`src/rtl/regfile_pkg.sv`:
```
// Shared definitions for the 16 x 32-bit register file and its access sequencer.
package regfile_pkg;

    localparam int unsigned DATA_W = 32;
    localparam int unsigned ADDR_W = 4;
    localparam int unsigned LEN_W  = 4;

    typedef enum logic [1:0] {
        IDLE  = 2'd0,
        WRITE = 2'd1,
        READ  = 2'd2
    } state_t;

endpackage

```
`src/rtl/regfile_access_ctrl.sv`:
```
// Burst access sequencer in front of the register file: accepts read/write
// burst commands, streams write beats into the file and read beats out
// through a one-deep registered response stage.
module regfile_access_ctrl
    import regfile_pkg::*;
(
    input  logic              clk,
    input  logic              reset_n,
    input  logic              cmd_valid,
    output logic              cmd_ready,
    input  logic              cmd_write,
    input  logic [ADDR_W-1:0] cmd_addr,
    input  logic [LEN_W-1:0]  cmd_len,
    input  logic              wdata_valid,
    output logic              wdata_ready,
    input  logic [DATA_W-1:0] wdata,
    output logic              rdata_valid,
    input  logic              rdata_ready,
    output logic [DATA_W-1:0] rdata,
    output logic              rdata_last,
    output logic              rf_write_en,
    output logic              rf_read_en,
    output logic [ADDR_W-1:0] rf_write_line,
    output logic [ADDR_W-1:0] rf_read_line,
    output logic [DATA_W-1:0] rf_data_in,
    input  logic [DATA_W-1:0] rf_data_out,
    output logic              busy
);

    state_t            state;
    state_t            state_nxt;
    logic [ADDR_W-1:0] addr_cnt;
    logic [LEN_W-1:0]  beat_cnt;
    logic              cmd_fire;
    logic              write_fire;
    logic              read_fire;
    logic              beat_fire;
    logic              last_beat;

    // State register.
    always_ff @(posedge clk or negedge reset_n) begin
        if (!reset_n) begin
            state <= IDLE;
        end else begin
            state <= state_nxt;
        end
    end

    // Handshake decode, next state and register-file strobes.
    always_comb begin
        state_nxt     = state;
        cmd_ready     = 1'b0;
        wdata_ready   = 1'b0;
        cmd_fire      = 1'b0;
        write_fire    = 1'b0;
        read_fire     = 1'b0;
        rf_write_en   = 1'b0;
        rf_read_en    = 1'b0;
        rf_write_line = addr_cnt;
        rf_read_line  = addr_cnt;
        rf_data_in    = wdata;
        last_beat     = (beat_cnt == '0);

        unique case (state)
            IDLE: begin
                cmd_ready = 1'b1;
                if (cmd_valid) begin
                    cmd_fire  = 1'b1;
                    state_nxt = cmd_write ? WRITE : READ;
                end
            end
            WRITE: begin
                wdata_ready = 1'b1;
                write_fire  = wdata_valid;
                rf_write_en = write_fire;
                if (write_fire && last_beat) begin
                    state_nxt = IDLE;
                end
            end
            READ: begin
                // A beat may issue whenever the response slot is empty or
                // is being drained in this same cycle.
                read_fire  = !rdata_valid || rdata_ready;
                rf_read_en = read_fire;
                if (read_fire && last_beat) begin
                    state_nxt = IDLE;
                end
            end
            default: begin
                state_nxt = IDLE;
            end
        endcase

        beat_fire = write_fire || read_fire;
    end

    // Burst address and remaining-beat counters.
    always_ff @(posedge clk or negedge reset_n) begin
        if (!reset_n) begin
            addr_cnt <= '0;
            beat_cnt <= '0;
        end else if (cmd_fire) begin
            addr_cnt <= cmd_addr;
            beat_cnt <= cmd_len;
        end else if (beat_fire) begin
            addr_cnt <= addr_cnt + ADDR_W'(1);
            beat_cnt <= beat_cnt - LEN_W'(1);
        end
    end

    // Registered read response slot; holds while stalled by rdata_ready.
    always_ff @(posedge clk or negedge reset_n) begin
        if (!reset_n) begin
            rdata_valid <= 1'b0;
            rdata       <= '0;
            rdata_last  <= 1'b0;
        end else if (read_fire) begin
            rdata_valid <= 1'b1;
            rdata       <= rf_data_out;
            rdata_last  <= last_beat;
        end else if (rdata_valid && rdata_ready) begin
            rdata_valid <= 1'b0;
        end
    end

    assign busy = (state != IDLE);

endmodule

```
`config.mk`:
```
export PLATFORM = sky130hd
export DESIGN_NAME = regfile_access_ctrl
export DESIGN_NICKNAME = d
export VERILOG_FILES = /design/src/rtl/regfile_pkg.sv /design/src/rtl/regfile_access_ctrl.sv
export SDC_FILE = /design/constraint.sdc
export NUM_CORES = 1
export LEC_CHECK = 0
export ABC_AREA = 1
export BUFFER_PORTS_ARGS = -buffer_cell sky130_fd_sc_hd__buf_2
export CELL_PAD_IN_SITES_DETAIL_PLACEMENT = 1
export CELL_PAD_IN_SITES_GLOBAL_PLACEMENT = 1
export CORE_MARGIN = 2
export CORE_UTILIZATION = 27
export DETAILED_ROUTE_END_ITERATION = 10
export GPL_TIMING_DRIVEN = 0
export HOLD_SLACK_MARGIN = 0.05
export PLACE_DENSITY = 0.81
export SLEW_MARGIN = 15
export SYNTH_ARGS = -nofsm -noshare
export SYNTH_HDL_FRONTEND = slang
export SYNTH_SLANG_ARGS = --single-unit
```
`constraint.sdc`:
```
create_clock -name clk -period 1.7 [get_ports clk]
set_input_delay 0.34 -clock clk [delete_from_list [all_inputs] [get_ports clk]]
set_output_delay 0.34 -clock clk [all_outputs]
set_load 0.01 [all_outputs]
```
* Yosys cells after proc, flatten, opt, wreduce, memory -nomap -nowiden
Cells that the tools add are included.
** Cells by class
- Reductions and logical operators :: 12
- Equality and inequality tests :: 5
- Mux-type cells :: 17
- $add $sub $neg :: 2
** Operators by type and width (count)
- 4-bit 2-to-1 mux :: 4
- 1-bit 2-to-1 mux :: 8
- 2-bit 2-to-1 mux :: 4
- 2-bit != test, second input constant :: 3
- 2-bit case mux with 3 select lines :: 1
- 2-bit nonzero test :: 3
- 4-bit by 1-bit adder with 4-bit output, second input constant :: 1
- 4-bit zero test :: 1
- 4-bit by 1-bit subtractor with 4-bit output, second input constant :: 1
- 1-bit logical AND :: 3
- 3-bit AND reduction :: 1
- 2-bit by 1-bit equality test with 1-bit output, second input constant :: 1
- 2-bit equality test, second input constant :: 1
- 2-bit zero test :: 1
- 1-bit logical OR :: 2
- 1-bit zero test :: 1
** Storage, ports and cells
- Output and inout port bits :: 79
- Input port bits :: 78
- Logic and storage cells :: 42
- Register bits :: 44

* Depth between registers and ports, before layout
Gate-level depths: netlist of run 1.
- Depth after elaboration :: 6
- Gate-level depth with buffers :: 8
- Mapped depth without buffers :: 8

* Worst setup path before layout of run 1
No wires, ideal clock.
- Path type :: flip-flop to flip-flop
- From :: reg state[0]
- To :: reg addr_cnt[2] (netlist: rf_read_line[2])
- Stages on the path, launching flop included :: 8
- Setup time :: 0.126 ns
- Required time :: 1.574 ns
- Arrival :: 1.147 ns
- Slack :: 0.427 ns
- Period minus slack after synthesis :: 1.273 ns
- Path through :: dfrtp_1 -> nor2_1 -> nand2_2 -> buf_2 -> nand3_1 -> nand2_1 -> nand2_1 -> o21ai_0
** On the way
- Word-level cells in the longest chain between the ends :: 4
** RTL lines
- start: declaration :: line regfile_access_ctrl.sv:30 : state_t state;
- start signal: assignment :: line regfile_access_ctrl.sv:45 : state <= state_nxt;
- 2-bit by 1-bit equality test with 1-bit output or 2-bit equality test (tied branches) :: line regfile_access_ctrl.sv:64 : unique case (state)
- 1-bit 2-to-1 mux :: line regfile_access_ctrl.sv:64
- 1-bit logical OR :: line regfile_access_ctrl.sv:94 : beat_fire = write_fire || read_fire;
- 2-bit nonzero test (no line)
- end signal: assignment :: line regfile_access_ctrl.sv:103 : addr_cnt <= cmd_addr;
- end signal: assignment :: line regfile_access_ctrl.sv:106 : addr_cnt <= addr_cnt + ADDR_W'(1);
- end: declaration :: line regfile_access_ctrl.sv:32 : logic [ADDR_W-1:0] addr_cnt;
Parallel ways exist; a longest one is shown, timed or not.
A chain may end at the register's enable or synchronous reset.

* Final worst setup path of run 1
- From :: reg state[1]
- To :: out rf_read_en
** On the way
- Word-level cells in the longest chain between the ends :: 2
** RTL lines
- 2-bit equality test :: line regfile_access_ctrl.sv:64
- 1-bit 2-to-1 mux :: line regfile_access_ctrl.sv:64
- end: declaration :: line regfile_access_ctrl.sv:22 : output logic rf_read_en,
No other way between the ends.

==> results, run 1 <==
- The clock tree from TritonCTS is done.
- After detailed routing, the number of vias per cell comes to 4.18.
- In this run the deepest clock path goes through 2 buffers.
- In this run the clock root is driven by a clkbuf_8.
- Derived from the worst setup path, the maximum achievable clock frequency is 626 MHz.
- The final critical-path required period is 1.60 ns.
- STA classifies the critical path startpoint as a flip-flop.
- The number of placed instances, taps included, is 503.
- The non-filler instance count after layout is 512.
- At the worst endpoint, the required time is 1.36 ns.
- The compound-cell area share of the yosys netlist is 1.14%.
- The number of antenna diodes in the final layout is 0.
- The initialized floorplan defines 32 standard-cell rows.
- The sequential-to-total area share from yosys stat is 50.0%.
- The share of the cycle needed by the critical path after routing is 94.0%.
- The xor-xnor portion of the synthesized cell area is 0%.
- In this run the worst hold path is classified as in -> async.
- The post-synthesis instance total is 277.
- The detailed router finished its first iteration with 55 violations.
- The dominant combinational cell family by area after synthesis is simple AND/OR/NAND/NOR gates.
- Once the floorplan was initialized, standard cells occupied 28.2% of the core.
- In this run the power density over the cells is 1700 nW/um^2.
- After routing the design area is 3090 um^2.
- In this run the critical register-to-register path is captured at beat_cnt[1].
- The final hold violation count came to 0.
- The synthesized-area fraction occupied by adder cells is 1.14%.
- The layout overhead on the synthesized area is 40.3%.
- The first TritonRoute pass finished after 4 iterations.
- The largest net degree at the start of global routing is 45.
- The count of pins over their slew limit is 0.
- Global routing consumed, on the met3 layer, 4.25% of the routing resources.
- The detailed router placed 2138 vias in this run.
- The die width is 94.3 um.
- The detailed-route DRC error count is 0.
- The count of input and output buffers is 124.
- The number of synthesized register bits is 44.
- The warning count from the yosys run is 0.
- The met1 track demand over resource is 15.1%.
- The cell area after technology mapping is 2200 um^2.
- The number of nets in the synthesized netlist is 357.
- The global-route wire length before repair is 9.83 mm.
- The half-perimeter wire length after detailed placement is 4.86 mm.
- The layout has 993 filler cells.
- The later pin in the worst-skew pair is clocked with a latency of 0.29 ns.
- The worst register-to-register path has a setup slack of 0.26 ns.
- The global routing stage identified its most utilized layer as met2.
- The total of max-cap violations is 0.
- In the final design database the tool counted 489 nets.
- The placed cell area is 2950 um^2.
- After layout, the worst setup slack is 0.102 ns.
- The core region is 7810 um^2.
- The number of nets with antenna violations after routing is 0.
- Cells with a size suffix above 1 make up 44.6% of the layout.
- Sorting the synthesized cells by area gives the leading types as dfrtp_1 (50%), nand2_1 (25%), buf_4 (14%), inv_1 (2.4%), nand3_1 (1.8%).
- The number of antenna violations at the first check in global routing is 0.
- For this block, the routed nets add up to 6.18 mm of wire.
- The static power due to leakage is 0.00189 uW.
- The synthesized area per cell is 7.95 um^2.
- The design draws 5230 uW.
- The number of global-route vias before repair is 2181.
- The clock transition time at the flip-flop clock pins of the worst setup and hold paths is 0.08 ns.
- Global routing used 26.4% of the available met2 tracks.
- After detailed routing, the average wire length per cell comes to 12.1 um.
- Setup violations remaining at the end of the flow were counted as 0.
- The simple-gate area share of the yosys netlist is 30.6%.
- The synthesized design spends more area on one cell type than any other, namely dfrtp_1.
- The number of levels in the clock H-tree is 2.
- The worst-case IR drop observed on VDD is 564 uV.
- The slew at the pin closest to its max-slew limit is 0.993 ns.
- The area of the die is 8890 um^2.
- The y dimension of the die is 94.3 um.
- On the final layout, the worst hold slack is 0.209 ns.
- The length in cells of the worst reg-to-reg path is 8.
- The relative max-transition margin is 33.8%.
- Of the post-synthesis cell area, the part taken by muxes is 0%.
- The flow ran to the end, and the final reports show no timing, DRC or antenna violations.
- The total track usage is 13.9%.
- Of all nets on the critical path, the largest fanout is 16.
- The number of buffers inserted for hold repair after clock tree synthesis is 0.
- In this run, distinct cell masters in the synthesized netlist total 18.
- For the worst setup path, the data arrival time is 1.26 ns.
- The number of clock sinks seen by CTS is 44.
- The placer congestion estimate is 0.732.
- The startpoint of the worst register-to-register path is state[1].
- The clock tree skew after final layout is 0.00328 ns.
- Summed over all layers, the global routing overflow is 0.
- The fraction of post-synthesis cell area in the top cell type by area is 50.0%.
- During I/O placement, the number of pins put on the boundary was 157.
- The worst setup path is of the reg -> out kind.
- The critical path endpoint category is an output port.
- Prior to clock tree synthesis, the placed netlist has a worst setup slack of 0.140 ns.
- In this run, CTS created clock tree buffers numbering 5.
==> Yosys cell counts <==
library cell / instances
nand2_1: 146
dfrtp_1: 44
buf_4: 40
inv_1: 14
nand3_1: 8
o21ai_0: 5
clkbuf_1: 3
nor2_1: 3
ha_1: 2
inv_2: 2
nor2_4: 2
or2_2: 2
buf_2: 1
nand2_2: 1
nand2_4: 1
nand3_2: 1
nand4_1: 1
nor3_1: 1
==> cells by family after synthesis <==
logic type | count (synthesis)
AOI/OAI and AO/OA | 5
adders and majority gates | 2
DFF | 44
buffers and inverters | 60
and+or+nand+nor | 166
==> state kept, by name, indices dropped and copies added (netlist names) <==
name          cells
beat_cnt          4
rdata_valid       1
state             2
rdata            32
rf_read_line      4
rdata_last        1
==> final cells by class <==
type / instances / area [um^2] / share of cell area (%)
tap: 102 / 128 / 4.13
multi-input combinational: 173 / 734 / 23.8
timing repair buffer: 126 / 636 / 20.6
clock buffer: 6 / 72.6 / 2.35
buffer: 43 / 309 / 10.0
clock inverter: 2 / 35.0 / 1.13
inverter: 16 / 72.6 / 2.35
sequential: 44 / 1100 / 35.7
==> report_power, final <==
| group | switching [uW] | total, uW | internal, uW |
|---|---|---|---|
| Combinational | 1510 | 2570 | 1060 |
| Clock | 354 | 791 | 436 |
| Sequential | 324 | 1870 | 1550 |
| Total | 2190 | 5230 | 3040 |
==> per-stage QoR <==
step	setup TNS, ns	utilization (%)
detailed placement	0	37.8
CTS	0	39.2
global placement	0	37.8
finish	0	39.6
floorplan	0	-
global route	-0.000401	39.6
==> layout by cell type (no fill, tap or decap), drive strengths merged <==
| cell | count |
|---|---|
| bufinv | 1 |
| or2 | 2 |
| nand3 | 9 |
| inv | 15 |
| nor2 | 5 |
| o21ai | 5 |
| nor3 | 1 |
| dfrtp | 44 |
| buf | 166 |
| ha | 2 |
| nand2 | 148 |
| clkinv | 2 |
| clkbuf | 9 |
| nand4 | 1 |
==> worst max-delay path by stage <==
stage	startpoint	endpoint	depth (start not counted)
CTS	state[0]	rf_read_en	4
detailed placement	rdata_ready	rf_read_en	7
floorplan	state[0]	rf_read_line[2]	7
global placement	rdata_ready	rf_read_en	7
finish	state[1]	rf_read_en	5
global route	state[1]	rf_read_en	5
==> timing repair <==
item	in CTS	in global routing
resized for setup	1	5
pin swaps	0	1
endpoints found under the setup margin	1	2
gates cloned	0	0
setup buffers	1	1
==> worst max-delay path: stages (launching register included) <==
cell      delay, ns
dfrtp_1        0.38
inv_2          0.06
nor2_4         0.17
nand2_8        0.11
clkinv_8       0.10
buf_2          0.13
==> metal layers <==
layer	up-vias	wire length, um
met1	987	2380
met5	-	0
met3	5	534
met4	0	44
met2	91	3220
li1	1055	-
No activity file was read; power rests on OpenSTA's default activity.
==> run 2: changes to the inputs <==
--- a/config.mk
+++ b/config.mk
@@ -12,6 +12,7 @@
 export CORE_MARGIN = 2
 export CORE_UTILIZATION = 27
 export DETAILED_ROUTE_END_ITERATION = 10
+export GPL_ROUTABILITY_DRIVEN = 0
 export GPL_TIMING_DRIVEN = 0
 export HOLD_SLACK_MARGIN = 0.05
 export PLACE_DENSITY = 0.81
==> constraint.sdc (replaced) <==
create_clock -name clk -period 1.8 [get_ports clk]
set_input_delay 0.36 -clock clk [delete_from_list [all_inputs] [get_ports clk]]
set_output_delay 0.36 -clock clk [all_outputs]
set_load 0.01 [all_outputs]
==> run 2 against run 1 <==
- power fell by 6.5%
- combinational power fell by 7%
- utilization fell by 0.37 points
- largest cell class unchanged
- cell count fell by 0.20%
- wire length fell by 0.40%
- critical path type unchanged
- design area fell by 0.93%
- die area did not move
- via count fell by 0.33%
- critical path depth fell by 1
- sequential power fell by 5%
==> results, run 2 (synthesized netlist as in run 1, its figures left out) <==
- Result of the run: finished clean (unchanged).
- Most frequent cells in the layout: nand2_1 (146), buf_2 (125), dfrtp_1 (44), buf_4 (40), inv_1 (14) (was nand2_1 (145), buf_2 (125), dfrtp_1 (44), buf_4 (41), inv_1 (14)).
- The class of the tightest hold or removal check is in -> async (unchanged).
- The number of global-route vias before repair was 2181 (unchanged).
- The total clock buffers created by CTS is 5 (unchanged).
- The number of buffers inserted for hold repair after clock tree synthesis is 0 (unchanged).
- The ratio of cells with drive above 1 in the final layout is 44.3% (was 44.6%).
- The total of max-cap violations was 0 (unchanged).
- The count of input and output buffers is 124 (unchanged).
- The number of flip-flops in the largest register was 32 (unchanged).
- The number of levels in the clock H-tree is 2 (unchanged).
- The number of cell rows is 32 (unchanged).
- The count of nets after finishing is 488 (was 489).
- Setup repair after global routing left no endpoint under its margin.
- The area of the die is 8890 um^2 (unchanged).
- The slack of the worst reg-to-reg path is 0.36 ns (was 0.26 ns).
- The maximum buffer depth of the clock tree was 2 (unchanged).
- The wire length after detailed routing came to 6.16 mm (was 6.18 mm).
- The critical path endpoint category is an output port (unchanged).
- The later-pin clock latency in the skew report came to 0.29 ns (about the same).
- The class of the most critical setup path is reg -> out (unchanged).
- The relative max-transition margin was 33.8% (about the same).
- The detail-routed via count per cell is 4.17 (was 4.18).
- The number of buffer and inverter stages on the critical path is 2 (was 3).
- The clock tree from TritonCTS is done (unchanged).
- The number of vias in the routed layout is 2131 (was 2138).
- The I/O pin count is 157 (unchanged).
- The setup total negative slack is 0 ns (unchanged).
- The total track usage is 13.9% (unchanged).
- The power density normalized to cell area is 1600 nW/um^2 (was 1700 nW/um^2).
- The global-route wire length before repair is 9.83 mm (unchanged).
- The buffer cell driving the clock tree root is clkbuf_8 (unchanged).
- The total power was 4900 uW (was 5230 uW).
- The final hold violation count is 0 (unchanged).
- Cells along the critical path: nor2_4, nand2_4, inv_4, buf_2 (was inv_2, nor2_4, nand2_8, clkinv_8, buf_2).
- The number of clock sinks seen by CTS came to 44 (unchanged).
- The maximum clock rate is 597 MHz.
- The biggest cell delay along the critical path is 0.42 ns (was 0.38 ns).
- The clock transition time at the flip-flop clock pins of the worst setup and hold paths was 0.08 ns (about the same).
- The layout overhead on the synthesized area is 39.0% (was 40.3%).
- The commonest non-fill, non-tap cell in the layout is nand2_1 (unchanged).
- The core box area is 7810 um^2 (unchanged).
- The filler cell count is 995 (was 993).
- The share of the core filled with cells in the final layout was 39.2% (was 39.6%).
- The die width is 94.3 um (unchanged).
- The arrival time at the worst endpoint came to 1.31 ns (was 1.26 ns).
- The maximum fanout along the worst path is 16 (unchanged).
- The largest register by flop count is rdata (unchanged).
- The family with the most delay on the worst path is flip-flops (unchanged).
- The largest net degree at the start of global routing is 45 (unchanged).
- The slew at the pin closest to its max-slew limit is 0.993 ns (about the same).
- The residual overflow from global routing is 0 (unchanged).
- The detailed-route DRC error count is 0 (unchanged).
- The number of nets with antenna violations after routing is 0 (unchanged).
- The y dimension of the die came to 94.3 um (unchanged).
- The wire length per cell is 12.1 um (about the same).
- The count of pins over their slew limit is 0 (unchanged).
- The number of antenna violations at the first check in global routing is 0 (unchanged).
- The share of the cycle needed by the critical path after routing is 93.0%.
- The number of inserted diodes is 0 (unchanged).
- The maximum vdd drop is 487 uV (was 564 uV).
- Subtracting the final worst setup slack from the clock period gives 1.67 ns.
- The clock tree skew after final layout was 0.00334 ns (was 0.00328 ns).
- The slowest stage cell on the critical path was dfrtp_1 (unchanged).
- The worst endpoint required time is 1.44 ns (was 1.36 ns).
- The final cell area excluding filler cells was 3060 um^2 (was 3090 um^2).
- The first-pass detailed-route iteration total is 4 (unchanged).
- The static power due to leakage is 0.00188 uW (was 0.00189 uW).
- The half-perimeter wire length after detailed placement is 4.86 mm (unchanged).
- The effective utilization at floorplan was 28.2% (unchanged).
- The placed cell area is 2950 um^2 (unchanged).
- The initial DRC count is 55 (unchanged).
- The sort of element at the start of the critical path is a flip-flop (unchanged).
- The final-report setup violation count is 0 (unchanged).
-- run 2: metal layers --
metal / track usage (%) / up-vias / part of all wire, %
met2: 26.4 / 91 / 52
met3: 4.25 / 5 / 8.7
met1: 15.1 / 981 / 38
met5: 0 / - / 0
li1: - / 1054 / -
met4: 2.54 / 0 / 0.71
-- run 2: worst register-to-register path, cell delays in order (launching register included) --
cell and delay [ns]:
dfrtp_1 0.41, buf_4 0.15, nor2_1 0.16, nand2_2 0.13, inv_1 0.23, nand2_1 0.10, nand2_1 0.08, nand2_1 0.04
o21ai_0 0.06
-- run 2: power by group --
part           switching, uW  internal [uW]  leakage (uW)
clock                    334            412     0.0000552
sequential               306           1460      0.000550
combinational           1400            978       0.00127
total                   2040           2850       0.00188
-- run 2: layout make-up --
class                      instances  area (um^2)  share of cell area (%)
clock buffer                       6         72.6                    2.37
inverter                          16         62.6                    2.04
multi-input combinational        173          723                    23.6
timing repair buffer             125          628                    20.5
tap                              102          128                    4.17
buffer                            43          309                    10.1
sequential                        44         1100                    36.0
clock inverter                     2         35.0                    1.15
-- run 2: through the flow --
step | setup WS, ns | std cells | hold WS, ns
after floorplan | 0.527 | 277 | 0.0644
after global placement | 0.225 | 503 | 0.459
after detailed placement | 0.200 | 503 | 0.460
after CTS | 0.0854 | 511 | 0.249
after global routing | 0.00280 | 511 | 0.246
final | 0.126 | 511 | 0.229
-- run 2: repair_timing --
action                                  4_1_cts  5_1_grt
resized for setup                             1        0
endpoints found under the setup margin        1        0
buffers inserted                              1        0
hold endpoints to repair                      0        0
-- run 2: worst paths after layout --
path                                  from          end  depth (start not counted)
max                               state[0]   rf_read_en                          4
min                                reset_n    rdata[22]                          1
max reg2reg                       state[1]  beat_cnt[1]                          8
min reg2reg                      rdata[20]    rdata[20]                          2
max in group asynchronous          reset_n  beat_cnt[3]                          1
min in group clk           rf_data_out[10]    rdata[10]                          3
==> run 3: changes to the inputs <==
--- a/config.mk
+++ b/config.mk
@@ -5,17 +5,17 @@
 export SDC_FILE = /design/constraint.sdc
 export NUM_CORES = 1
 export LEC_CHECK = 0
-export ABC_AREA = 1
+export ABC_AREA = 0
 export BUFFER_PORTS_ARGS = -buffer_cell sky130_fd_sc_hd__buf_2
 export CELL_PAD_IN_SITES_DETAIL_PLACEMENT = 1
 export CELL_PAD_IN_SITES_GLOBAL_PLACEMENT = 1
 export CORE_MARGIN = 2
-export CORE_UTILIZATION = 27
+export CORE_UTILIZATION = 30
 export DETAILED_ROUTE_END_ITERATION = 10
 export GPL_ROUTABILITY_DRIVEN = 0
 export GPL_TIMING_DRIVEN = 0
 export HOLD_SLACK_MARGIN = 0.05
-export PLACE_DENSITY = 0.81
+export PLACE_DENSITY = 0.83
 export SLEW_MARGIN = 15
 export SYNTH_ARGS = -nofsm -noshare
 export SYNTH_HDL_FRONTEND = slang
==> constraint.sdc (replaced) <==
create_clock -name clk -period 1.9 [get_ports clk]
set_input_delay 0.38 -clock clk [delete_from_list [all_inputs] [get_ports clk]]
set_output_delay 0.38 -clock clk [all_outputs]
set_load 0.01 [all_outputs]
==> run 3 against run 2 <==
- non-clock buffer count rose by 3
- hold slack gained 0.0066 ns
- global-route usage shrank 0.68 points
- design area is 1.7% higher
- power is 2.6% lower
- worst setup slack got worse by 0.031 ns
- synthesized cell count is 34% lower
- largest cell class unchanged
==> results, run 3 <==
- The filler cell count is 852 (was 995).
- The detailed-route DRC error count is 0 (unchanged).
- The cell area after technology mapping is 2220 um^2 (was 2200 um^2).
- The I/O pin count is 157 (unchanged).
- Result of the run: finished clean (unchanged).
- The number of vias in the routed layout is 1822 (was 2131).
- The sort of element at the start of the critical path is a flip-flop (unchanged).
- The number of flip-flops in the largest register was 32 (unchanged).
- The sequential-to-total area share from yosys stat came to 49.5% (was 50.0%).
- The maximum fanout along the worst path was 10 (was 16).
- The wire length per cell is 12.8 um (was 12.1 um).
- The fraction of post-synthesis cell area in the top cell type by area is 49.5% (was 50.0%).
- The length in cells of the worst reg-to-reg path is 6 (was 8).
- The number of inserted diodes came to 0 (unchanged).
- The layout overhead on the synthesized area came to 39.8% (was 39.0%).
- The warning count from the yosys run is 0 (unchanged).
- The final hold violation count is 0 (unchanged).
- The number of cell rows is 31 (was 32).
- The startpoint of the worst register-to-register path was rdata_valid (was state[1]).
- The number of gates given a new drive strength after cts is 0 (was 1).
- The maximum vdd drop is 653 uV (was 487 uV).
- The buffer cell driving the clock tree root is clkbuf_8 (unchanged).
- The core box area is 7210 um^2 (was 7810 um^2).
- The total track usage is 13.2% (was 13.9%).
- The count of input and output buffers came to 124 (unchanged).
- The clock tree skew after final layout came to 0.0112 ns (was 0.00334 ns).
- The count of nets after finishing was 397 (was 488).
- The worst endpoint required time is 1.52 ns (was 1.44 ns).
- The y dimension of the die is 90.1 um (was 94.3 um).
- The total of max-cap violations is 0 (unchanged).
- The relative max-transition margin was 34.8% (was 33.8%).
- The final critical-path required period is 1.81 ns.
- The count of flip-flops with a built-in enable after synthesis was 0 (unchanged).
- The count of cell types in the netlist is 37 (was 18).
- The share of the cycle needed by the critical path after routing is 95.0%.
- The class of the most critical setup path is reg -> out (unchanged).
- The wire length after detailed routing is 5.32 mm (was 6.16 mm).
- The detail-routed via count per cell is 4.37 (was 4.17).
- The residual overflow from global routing is 0 (unchanged).
- The clock tree from TritonCTS is done (unchanged).
- The critical path endpoint category is an output port (unchanged).
- The synthesized area per cell came to 12.2 um^2 (was 7.95 um^2).
- The share of synthesized registers carrying an async set or reset is 100% (unchanged).
- The largest register by flop count is rdata (unchanged).
- The ratio of cells with drive above 1 in the final layout is 60.4% (was 44.3%).
- The final-layout worst hold slack is 0.235 ns (was 0.229 ns).
- The largest net degree at the start of global routing is 45 (unchanged).
- The share of the core filled with cells in the final layout is 43.1% (was 39.2%).
- Most used standard cells in the synthesized netlist: dfrtp_1 (44), buf_4 (37), mux2_1 (32) (was nand2_1 (146), dfrtp_1 (44), buf_4 (40)).
- The initial DRC count came to 28 (was 55).
- The slew at the pin closest to its max-slew limit is 0.978 ns (was 0.993 ns).
- The total clock buffers created by CTS is 5 (unchanged).
- The non-filler instance count after layout was 417 (was 511).
- The count of pins over their slew limit came to 0 (unchanged).
- The setup total negative slack is 0 ns (unchanged).
- The placement-stage worst setup slack came to 0.272 ns (was 0.200 ns).
- The class of the tightest hold or removal check was in -> async (unchanged).
- The arrival time at the worst endpoint is 1.43 ns (was 1.31 ns).
- The number of synthesized register bits is 44 (unchanged).
- The number of levels in the clock H-tree is 2 (unchanged).
- The number of nets in the synthesized netlist is 262 (was 357).
- The global-route wire length before repair is 8.92 mm (was 9.83 mm).
- The final worst setup slack is 0.0949 ns (was 0.126 ns).
- The total placed cells including tap cells came to 405 (was 503).
- The maximum buffer depth of the clock tree is 2 (unchanged).
- The number of global-route vias before repair was 1929 (was 2181).
- The later-pin clock latency in the skew report was 0.30 ns (was 0.29 ns).
- The cell with the most instances after synthesis is dfrtp_1 (was nand2_1).
- The most used flip-flop cell after synthesis was dfrtp_1 (unchanged).
- The number of nets with antenna violations after routing is 0 (unchanged).
- The commonest non-fill, non-tap cell in the layout is buf_2 (was nand2_1).
- The slack of the worst reg-to-reg path is 0.32 ns (was 0.36 ns).
- Leading post-synthesis cells by cell area: dfrtp_1 (49%), mux2_1 (16%), buf_4 (12%), buf_6 (2.5%), a21oi_2 (1.2%) (was dfrtp_1 (50%), nand2_1 (25%), buf_4 (14%), inv_1 (2.4%), nand3_1 (1.8%)).
- The first-pass detailed-route iteration total came to 3 (was 4).
- The post-synthesis instance total is 182 (was 277).
- The power density normalized to cell area is 1530 nW/um^2 (was 1600 nW/um^2).
- The die width is 90.1 um (was 94.3 um).
- The final-report setup violation count was 0 (unchanged).
- The clock transition time at the flip-flop clock pins of the worst setup and hold paths is 0.08 ns (about the same).
- The end of the worst register-to-register path was rdata[12] (was beat_cnt[1]).
- The number of antenna violations at the first check in global routing is 0 (unchanged).
- The maximum clock rate is 554 MHz.
- The cell type with the highest aggregate area in the netlist is dfrtp_1 (unchanged).
- The half-perimeter wire length after detailed placement is 4.21 mm (was 4.86 mm).
- Setup repair after global routing missed its margin: no (unchanged).
- The effective utilization at floorplan was 30.8% (was 28.2%).
- The area of the die was 8120 um^2 (was 8890 um^2).
- The static power due to leakage is 0.00160 uW (was 0.00188 uW).
- The number of clock sinks seen by CTS was 44 (unchanged).
- Most frequent cells in the layout: buf_2 (125), dfrtp_1 (44), buf_4 (41), mux2_1 (32) (was nand2_1 (146), buf_2 (125), dfrtp_1 (44), buf_4 (40), inv_1 (14)).
[run 3: cell types whose count changed after synthesis, sizes merged, moves of 3 or more]
cell,previous run,this run
nand2,148,7
mux2,0,32
inv,16,6
a21oi,0,7
nand3,9,3
clkbuf,3,0
nor2,5,8
[run 3: kinds of logic (layout without fill, tap and decap cells)]
| logic type | count (synthesis) | after routing | share of synthesized area, % |
|---|---|---|---|
| buffers and inverters | 49 | 185 | 16.3 |
| DFF | 44 | 44 | 49.5 |
| muxes | 32 | 32 | 16.2 |
| and+or+nand+nor | 32 | 32 | 8.83 |
| AOI/OAI and AO/OA | 22 | 22 | 7.71 |
| adders and majority gates | 2 | 2 | 1.12 |
| xor gates and xnor gates | 1 | 1 | 0.394 |
[run 3: layout make-up]
type                    count  area [um^2]  area share [%]
plain buffers              43          339            10.9
multi-input cells          89          762            24.5
clock buffers               5         68.8            2.21
well taps                  99          124            3.98
inverters                   6         22.5           0.724
flip-flops and latches     44         1100            35.4
repair buffers            128          651            20.9
clock inverters             3         42.5            1.37
[run 3: worst max path at each step]
| stage | start | to | slack (ns) | cells after the start |
|---|---|---|---|---|
| finish | rdata_valid | rf_read_en | 0.09 | 5 |
| global route | rdata_valid | rf_read_en | 0.002 | 5 |
| global placement | rdata_ready | rf_read_en | 0.29 | 6 |
| detailed placement | rdata_ready | rf_read_en | 0.27 | 6 |
| CTS | state[0] | rf_read_en | 0.005 | 5 |
| floorplan | rdata_valid | rdata[23] | 0.43 | 5 |
[run 3: metrics by stage]
step / total power, uW / area, um^2
floorplan: 3200 / 2220
global placement: 3970 / 2970
detailed placement: 4080 / 2970
CTS: 4850 / 3100
global route: 5150 / 3110
finish: 4770 / 3110
[run 3: report_power, final]
group | internal (uW) | switching, uW
logic | 1180 | 1200
clock network | 389 | 325
registers | 1420 | 257
total | 2990 | 1780
[run 3: repair_timing]
item                                    CTS  global route
buffers inserted                          2             2
hold buffers                              0             0
endpoints found under the setup margin    1             1
pin swaps                                 1             1
hold endpoints to repair                  0             0
cloned                                    0             0
[run 3: critical path, stage by stage (launching register included)]
cell,delay [ns]
dfrtp_1,0.37
nor2b_1,0.12
buf_2,0.20
nor2_8,0.15
buf_6,0.15
buf_2,0.14
[run 3: routing by layer]
layer | global-route usage, % | routed length (um)
met5 | 0 | 0
met4 | 2.69 | 36
met3 | 4.11 | 465
met2 | 23.7 | 2710
met1 | 15.4 | 2120
